===== config.mk =====
export PLATFORM = sky130hd
export DESIGN_NAME = izhikevich_core_param
export DESIGN_NICKNAME = d
export VERILOG_FILES = /design/src/rtl/izhikevich_core_param.sv
export SDC_FILE = /design/constraint.sdc
export NUM_CORES = 2
export LEC_CHECK = 0
export CORE_ASPECT_RATIO = 0.8
export CORE_UTILIZATION = 30
export CTS_CLUSTER_SIZE = 30
export DETAILED_ROUTE_END_ITERATION = 8
export PLACE_DENSITY_LB_ADDON = 0.25
export SLEW_MARGIN = 30
export SYNTH_ARGS = -nofsm -noshare
export SYNTH_HDL_FRONTEND = slang
export SYNTH_SLANG_ARGS = --single-unit

===== constraint.sdc =====
create_clock -name clk -period 17.9 [get_ports clk]
set_input_delay 1.79 -clock clk [delete_from_list [all_inputs] [get_ports clk]]
set_output_delay 1.79 -clock clk [all_outputs]
set_load 0.02 [all_outputs]

===== src/rtl/izhikevich_core_param.sv =====
// Izhikevich neuron update core: one Euler step per accepted neuron, four register
// stages, sign-magnitude saturating arithmetic, valid/ready flow control and a spike counter.
module izhikevich_core_param #(
  parameter int unsigned     WIDTH = 17,
  parameter int unsigned     FRAC  = 8,
  parameter int unsigned     ID_W  = 8,
  parameter logic [WIDTH-1:0] K2    = 17'h0000A,
  parameter logic [WIDTH-1:0] K1    = 17'h00500,
  parameter logic [WIDTH-1:0] K0    = 17'h08C00,
  parameter logic [WIDTH-1:0] VPEAK = 17'h01E00,
  parameter logic [WIDTH-1:0] VMIN  = 17'h13200,
  parameter int unsigned     CNT_W = 16
) (
  input  logic             clk,
  input  logic             rst,
  input  logic             in_valid,
  output logic             in_ready,
  input  logic [ID_W-1:0]  in_id,
  input  logic [WIDTH-1:0] a,
  input  logic [WIDTH-1:0] b,
  input  logic [WIDTH-1:0] c,
  input  logic [WIDTH-1:0] d,
  input  logic [WIDTH-1:0] v,
  input  logic [WIDTH-1:0] u,
  input  logic [WIDTH-1:0] i,
  output logic             out_valid,
  input  logic             out_ready,
  output logic [ID_W-1:0]  out_id,
  output logic [WIDTH-1:0] v_prime,
  output logic [WIDTH-1:0] u_prime,
  output logic             fired,
  output logic [CNT_W-1:0] spike_count
);

  localparam int unsigned MW = WIDTH - 1;
  localparam logic [MW-1:0] MAG_MAX = '1;

  typedef logic [WIDTH-1:0] word_t;
  // Two's complement with room for the exact sum of two full-scale magnitudes.
  typedef logic signed [WIDTH:0] wide_t;

  function automatic wide_t to_wide(input word_t x);
    wide_t m;
    m = $signed({2'b00, x[MW-1:0]});
    return x[WIDTH-1] ? -m : m;
  endfunction

  // Saturate to the magnitude range; zero always comes out as +0.
  function automatic word_t from_wide(input wide_t s);
    wide_t lim;
    wide_t n;
    lim = $signed({2'b00, MAG_MAX});
    n   = -s;
    if (s > lim)       return {1'b0, MAG_MAX};
    else if (s < -lim) return {1'b1, MAG_MAX};
    else if (s[WIDTH]) return {1'b1, n[MW-1:0]};
    else               return {1'b0, s[MW-1:0]};
  endfunction

  function automatic word_t sm_add(input word_t x, input word_t y);
    return from_wide(to_wide(x) + to_wide(y));
  endfunction

  function automatic word_t sm_neg(input word_t x);
    return {~x[WIDTH-1] & (|x[MW-1:0]), x[MW-1:0]};
  endfunction

  function automatic word_t sm_sub(input word_t x, input word_t y);
    return sm_add(x, sm_neg(y));
  endfunction

  function automatic word_t sm_mul(input word_t x, input word_t y);
    logic [2*MW-1:0] p;
    logic [2*MW-1:0] q;
    logic [MW-1:0]   mag;
    p   = {{MW{1'b0}}, x[MW-1:0]} * {{MW{1'b0}}, y[MW-1:0]};
    q   = p >> FRAC;
    mag = (|q[2*MW-1:MW]) ? MAG_MAX : q[MW-1:0];
    return {(|mag) & (x[WIDTH-1] ^ y[WIDTH-1]), mag};
  endfunction

  logic en;
  logic s1_valid, s2_valid, s3_valid;
  logic [ID_W-1:0] s1_id, s2_id, s3_id;
  word_t s1_a, s1_c, s1_d, s1_u, s1_v, s1_i, s1_k2v, s1_k1v, s1_bv;
  word_t s2_a, s2_c, s2_d, s2_u, s2_v, s2_i, s2_vv, s2_k1v, s2_bvu;
  word_t s3_c, s3_d, s3_u, s3_v, s3_s, s3_aterm;
  word_t s_chain, vn, un;
  logic  spike, below_floor;

  // Whole pipeline advances together; a stalled output freezes every stage.
  assign en       = ~out_valid | out_ready;
  assign in_ready = en & ~rst;

  // Membrane increment chain, each step saturating on its own.
  always_comb begin
    s_chain = sm_add(s2_vv, s2_k1v);
    s_chain = sm_add(s_chain, K0);
    s_chain = sm_sub(s_chain, s2_u);
    s_chain = sm_add(s_chain, s2_i);
  end

  // Final state update and spike / floor decision.
  always_comb begin
    vn          = sm_add(s3_v, s3_s);
    un          = sm_add(s3_u, s3_aterm);
    spike       = to_wide(vn) >= to_wide(VPEAK);
    below_floor = to_wide(vn) < to_wide(VMIN);
  end

  // Datapath stage registers; contents are only meaningful under the matching valid.
  always_ff @(posedge clk) begin
    if (en) begin
      s1_id    <= in_id;
      s1_a     <= a;
      s1_c     <= c;
      s1_d     <= d;
      s1_u     <= u;
      s1_v     <= v;
      s1_i     <= i;
      s1_k2v   <= sm_mul(K2, v);
      s1_k1v   <= sm_mul(K1, v);
      s1_bv    <= sm_mul(b, v);
      s2_id    <= s1_id;
      s2_a     <= s1_a;
      s2_c     <= s1_c;
      s2_d     <= s1_d;
      s2_u     <= s1_u;
      s2_v     <= s1_v;
      s2_i     <= s1_i;
      s2_vv    <= sm_mul(s1_k2v, s1_v);
      s2_k1v   <= s1_k1v;
      s2_bvu   <= sm_sub(s1_bv, s1_u);
      s3_id    <= s2_id;
      s3_c     <= s2_c;
      s3_d     <= s2_d;
      s3_u     <= s2_u;
      s3_v     <= s2_v;
      s3_s     <= s_chain;
      s3_aterm <= sm_mul(s2_a, s2_bvu);
    end
  end

  // Stage valids and the registered result.
  always_ff @(posedge clk) begin
    if (rst) begin
      s1_valid  <= 1'b0;
      s2_valid  <= 1'b0;
      s3_valid  <= 1'b0;
      out_valid <= 1'b0;
      fired     <= 1'b0;
      out_id    <= '0;
      v_prime   <= '0;
      u_prime   <= '0;
    end else if (en) begin
      s1_valid  <= in_valid;
      s2_valid  <= s1_valid;
      s3_valid  <= s2_valid;
      out_valid <= s3_valid;
      out_id    <= s3_id;
      fired     <= s3_valid & spike;
      if (spike) begin
        v_prime <= from_wide(to_wide(s3_c));
        u_prime <= sm_add(s3_u, s3_d);
      end else begin
        v_prime <= below_floor ? VMIN : vn;
        u_prime <= un;
      end
    end
  end

  // Saturating count of spikes handed to the consumer.
  always_ff @(posedge clk) begin
    if (rst) begin
      spike_count <= '0;
    end else if (out_valid && out_ready && fired && (spike_count != '1)) begin
      spike_count <= spike_count + 1'b1;
    end
  end

endmodule


==> out/results.ini <==
[floorplanning]
pin_count = 192
die_x_um = 479
die_h_um = 384
start_util = 0.303
rows = 139
coreArea_sq_um = 180000
die-area_sq_um = 184000

[grt]
grt_first_pass_wirelength_um = 234000
antenna_found_initial = 8
grt_max_degree = 160
grt.total_usage = 0.159
grt_pass1_vias = 41200
grt_overflow = 0

[critical_path]
r2r_cells = 76
start_kind = register
crit_top_cell = buf_4
path_class = register to register
rr_startpoint = s2_k1v[3]
cp_max_fo = 30
r2r_slack_ns = 0.98
cp_slowest_stage_delay_ns = 0.56
cp_data_arrival_time_ns = 17.35
required_ns = 18.32
critPathLaunch = s2_k1v[3]
worstReg2RegEnd = s3_s[13]
critPathCaptureType = register
slowest_stage = or4_4

[sta]
fin_setup_tns_ns = 0
setup_viol = 0
max_freq_mhz = 59.1
slew_headroom = 0.272
period_minus_slack_ns = 16.92
skew_ns = 0.0600
timing.final.crit_share = 0.945
slew_viol_final = 0
worstMarginPinSlew_ns = 1.09
hold_viol_final = 0
layout_setup_ws_ns = 0.976

[cts]
cts_tree = done
htree_levels = 2
clk_pin_slew_ns = 0.07
cts_buffer_depth = 3
insertion_delay_ns = 0.67
clkSinkCount = 491
cts_buffers = 53
clockRootBuffer = clkbuf_16
postCtsHoldBufs = 0

[route]
avgViaCountPerCell = 4.90
via_count = 41300
drt_iter0_drc = 2695
postRouteAntennaNets = 0
drt_first_pass_iters = 6
routed_wirelength_um = 146000
wl_per_cell_um = 17.4
drcViolationCount = 0

[placement]
port-buffer-count = 191
pre_cts_slack_ns = 0.285
globalplace.congestion = 0.873
dp.cells = 8327
hpwl_um = 114000

[cells_and_area]
layout.nets = 7110
final_common_cell = inv_1
area_growth_syn_to_layout_pct = 13.1
layout-drive-gt1-share = 0.0578
final_cell_mix = 762 x inv_1, 724 x nand2_1, 533 x fa_1
final_cells = 8441
final.fill_count = 18500

[synth]
synth-edff-count = 428
synth_seq_cells = 491
syn-num-nets = 6934
syn_area_per_cell_sq_um = 9.40
yosysSeqAreaShare = 0.258
postSynth.asyncResetShare = 0
synth_cell_type_count = 119
synth_ff_type = edfxtp_1
synth_cells = 5815
yosys_warnings = 0
netlist_area_sq_um = 54600

[min_path]
hold_path_class = register to register
hold_depth = 0
hold_start = s1_k1v[14]
hold_end = s2_k1v[14]

[job]
maxCapViolCount = 0

[outcome]
outcome = finished, final reports clean

-- cell families (layout without fill, tap and decap cells) --
family                   after synthesis  in the layout  synth area share
XOR/XNOR                             495            495            0.0796
adder cells (fa/ha/maj)              988            988             0.299
buffers and inverters                978           1198            0.0685
AND/OR/NAND/NOR                     1868           1868             0.169
other                                  0              9                 0
flip-flops                           491            491             0.258
multiplexers                          42             42           0.00804
AO/OA/AOI/OAI                        953            953             0.117
-- per-stage QoR --
stage	area, sq um	hold WS, ns	utilization
2_1_floorplan	54700	0.400	-
3_3_place_gp	59700	0.401	0.332
3_5_place_dp	59700	0.405	0.332
4_1_cts	61600	0.371	0.342
5_1_grt	61800	0.379	0.343
6_report	61800	0.381	0.343
-- Yosys cell counts, types with 22 or more instances --
| cell | n | share of area |
|---|---|---|
| nor2b_1 | 34 | 0.0039 |
| o21bai_1 | 91 | 0.013 |
| xor2_1 | 134 | 0.021 |
| nor2_1 | 278 | 0.019 |
| edfxtp_1 | 428 | 0.24 |
| mux2i_1 | 33 | 0.0060 |
| a21o_1 | 76 | 0.010 |
| o21ai_0 | 176 | 0.016 |
| inv_1 | 763 | 0.052 |
| ha_1 | 455 | 0.10 |
| or4_1 | 33 | 0.0045 |
| nand4_1 | 28 | 0.0032 |
| nand2_1 | 724 | 0.050 |
| o41ai_1 | 24 | 0.0038 |
| nor3_1 | 118 | 0.011 |
| and3_1 | 34 | 0.0039 |
| xnor2_1 | 359 | 0.058 |
| nand3_1 | 71 | 0.0065 |
| nand2b_1 | 48 | 0.0055 |
| o31ai_1 | 46 | 0.0063 |
| fa_1 | 533 | 0.20 |
| nor4_1 | 42 | 0.0048 |
| and2_1 | 312 | 0.036 |
| dfxtp_1 | 63 | 0.023 |
| a211oi_1 | 24 | 0.0033 |
| or2_2 | 22 | 0.0025 |
| or3_1 | 50 | 0.0057 |
| clkbuf_1 | 186 | 0.013 |
| a21oi_1 | 241 | 0.022 |
| a31oi_1 | 50 | 0.0057 |
-- repair_timing --
item / in CTS / in global routing
buffers inserted: 0 / 6
setup endpoints to repair: 0 / 17
resized for setup: 0 / 26
-- worst max-delay path by stage --
stage,endpoint,slack (ns),depth (start not counted)
2_1_floorplan,s3_s[10],0.01,90
3_3_place_gp,s3_s[2],0.57,76
3_5_place_dp,s3_s[12],0.29,77
4_1_cts,s3_s[2],0.27,77
5_1_grt,s3_s[15],-0.03,79
6_report,s3_s[13],0.98,76
-- worst max-delay path: cells and delay by family (launching register included) --
kind            cells  cell delay, ns
simple gates       19            4.98
buf+inv             8            1.28
compound gates     37            7.07
flops               1            0.42
fa+ha+maj           7            2.09
xor+xnor            5            0.84
-- area by class of cell --
type | instances | area [sq um] | share of cell area
tap | 2397 | 3000 | 0.0485
sequential | 491 | 14100 | 0.228
antenna | 9 | 22.5 | 0.000365
timing repair buffer | 329 | 2940 | 0.0476
multi-input combinational | 4346 | 37000 | 0.598
clock inverter | 41 | 513 | 0.00830
inverter | 770 | 2900 | 0.0470
clock buffer | 58 | 1350 | 0.0218
-- per-layer routing --
layer / wire length, um / track usage / part of all wire / vias to the layer above
met1: 72300 / 0.233 / 0.49 / 20500
met3: 6540 / 0.0206 / 0.045 / 144
met2: 65200 / 0.250 / 0.45 / 799
li1: - / - / - / 19900
met5: 0 / 0 / 0 / -
met4: 2380 / 0.0314 / 0.016 / 0
Power is left out: the tool's default activity adds up to more than one toggle a clock period on the data nets, which glitch-free logic cannot reach.
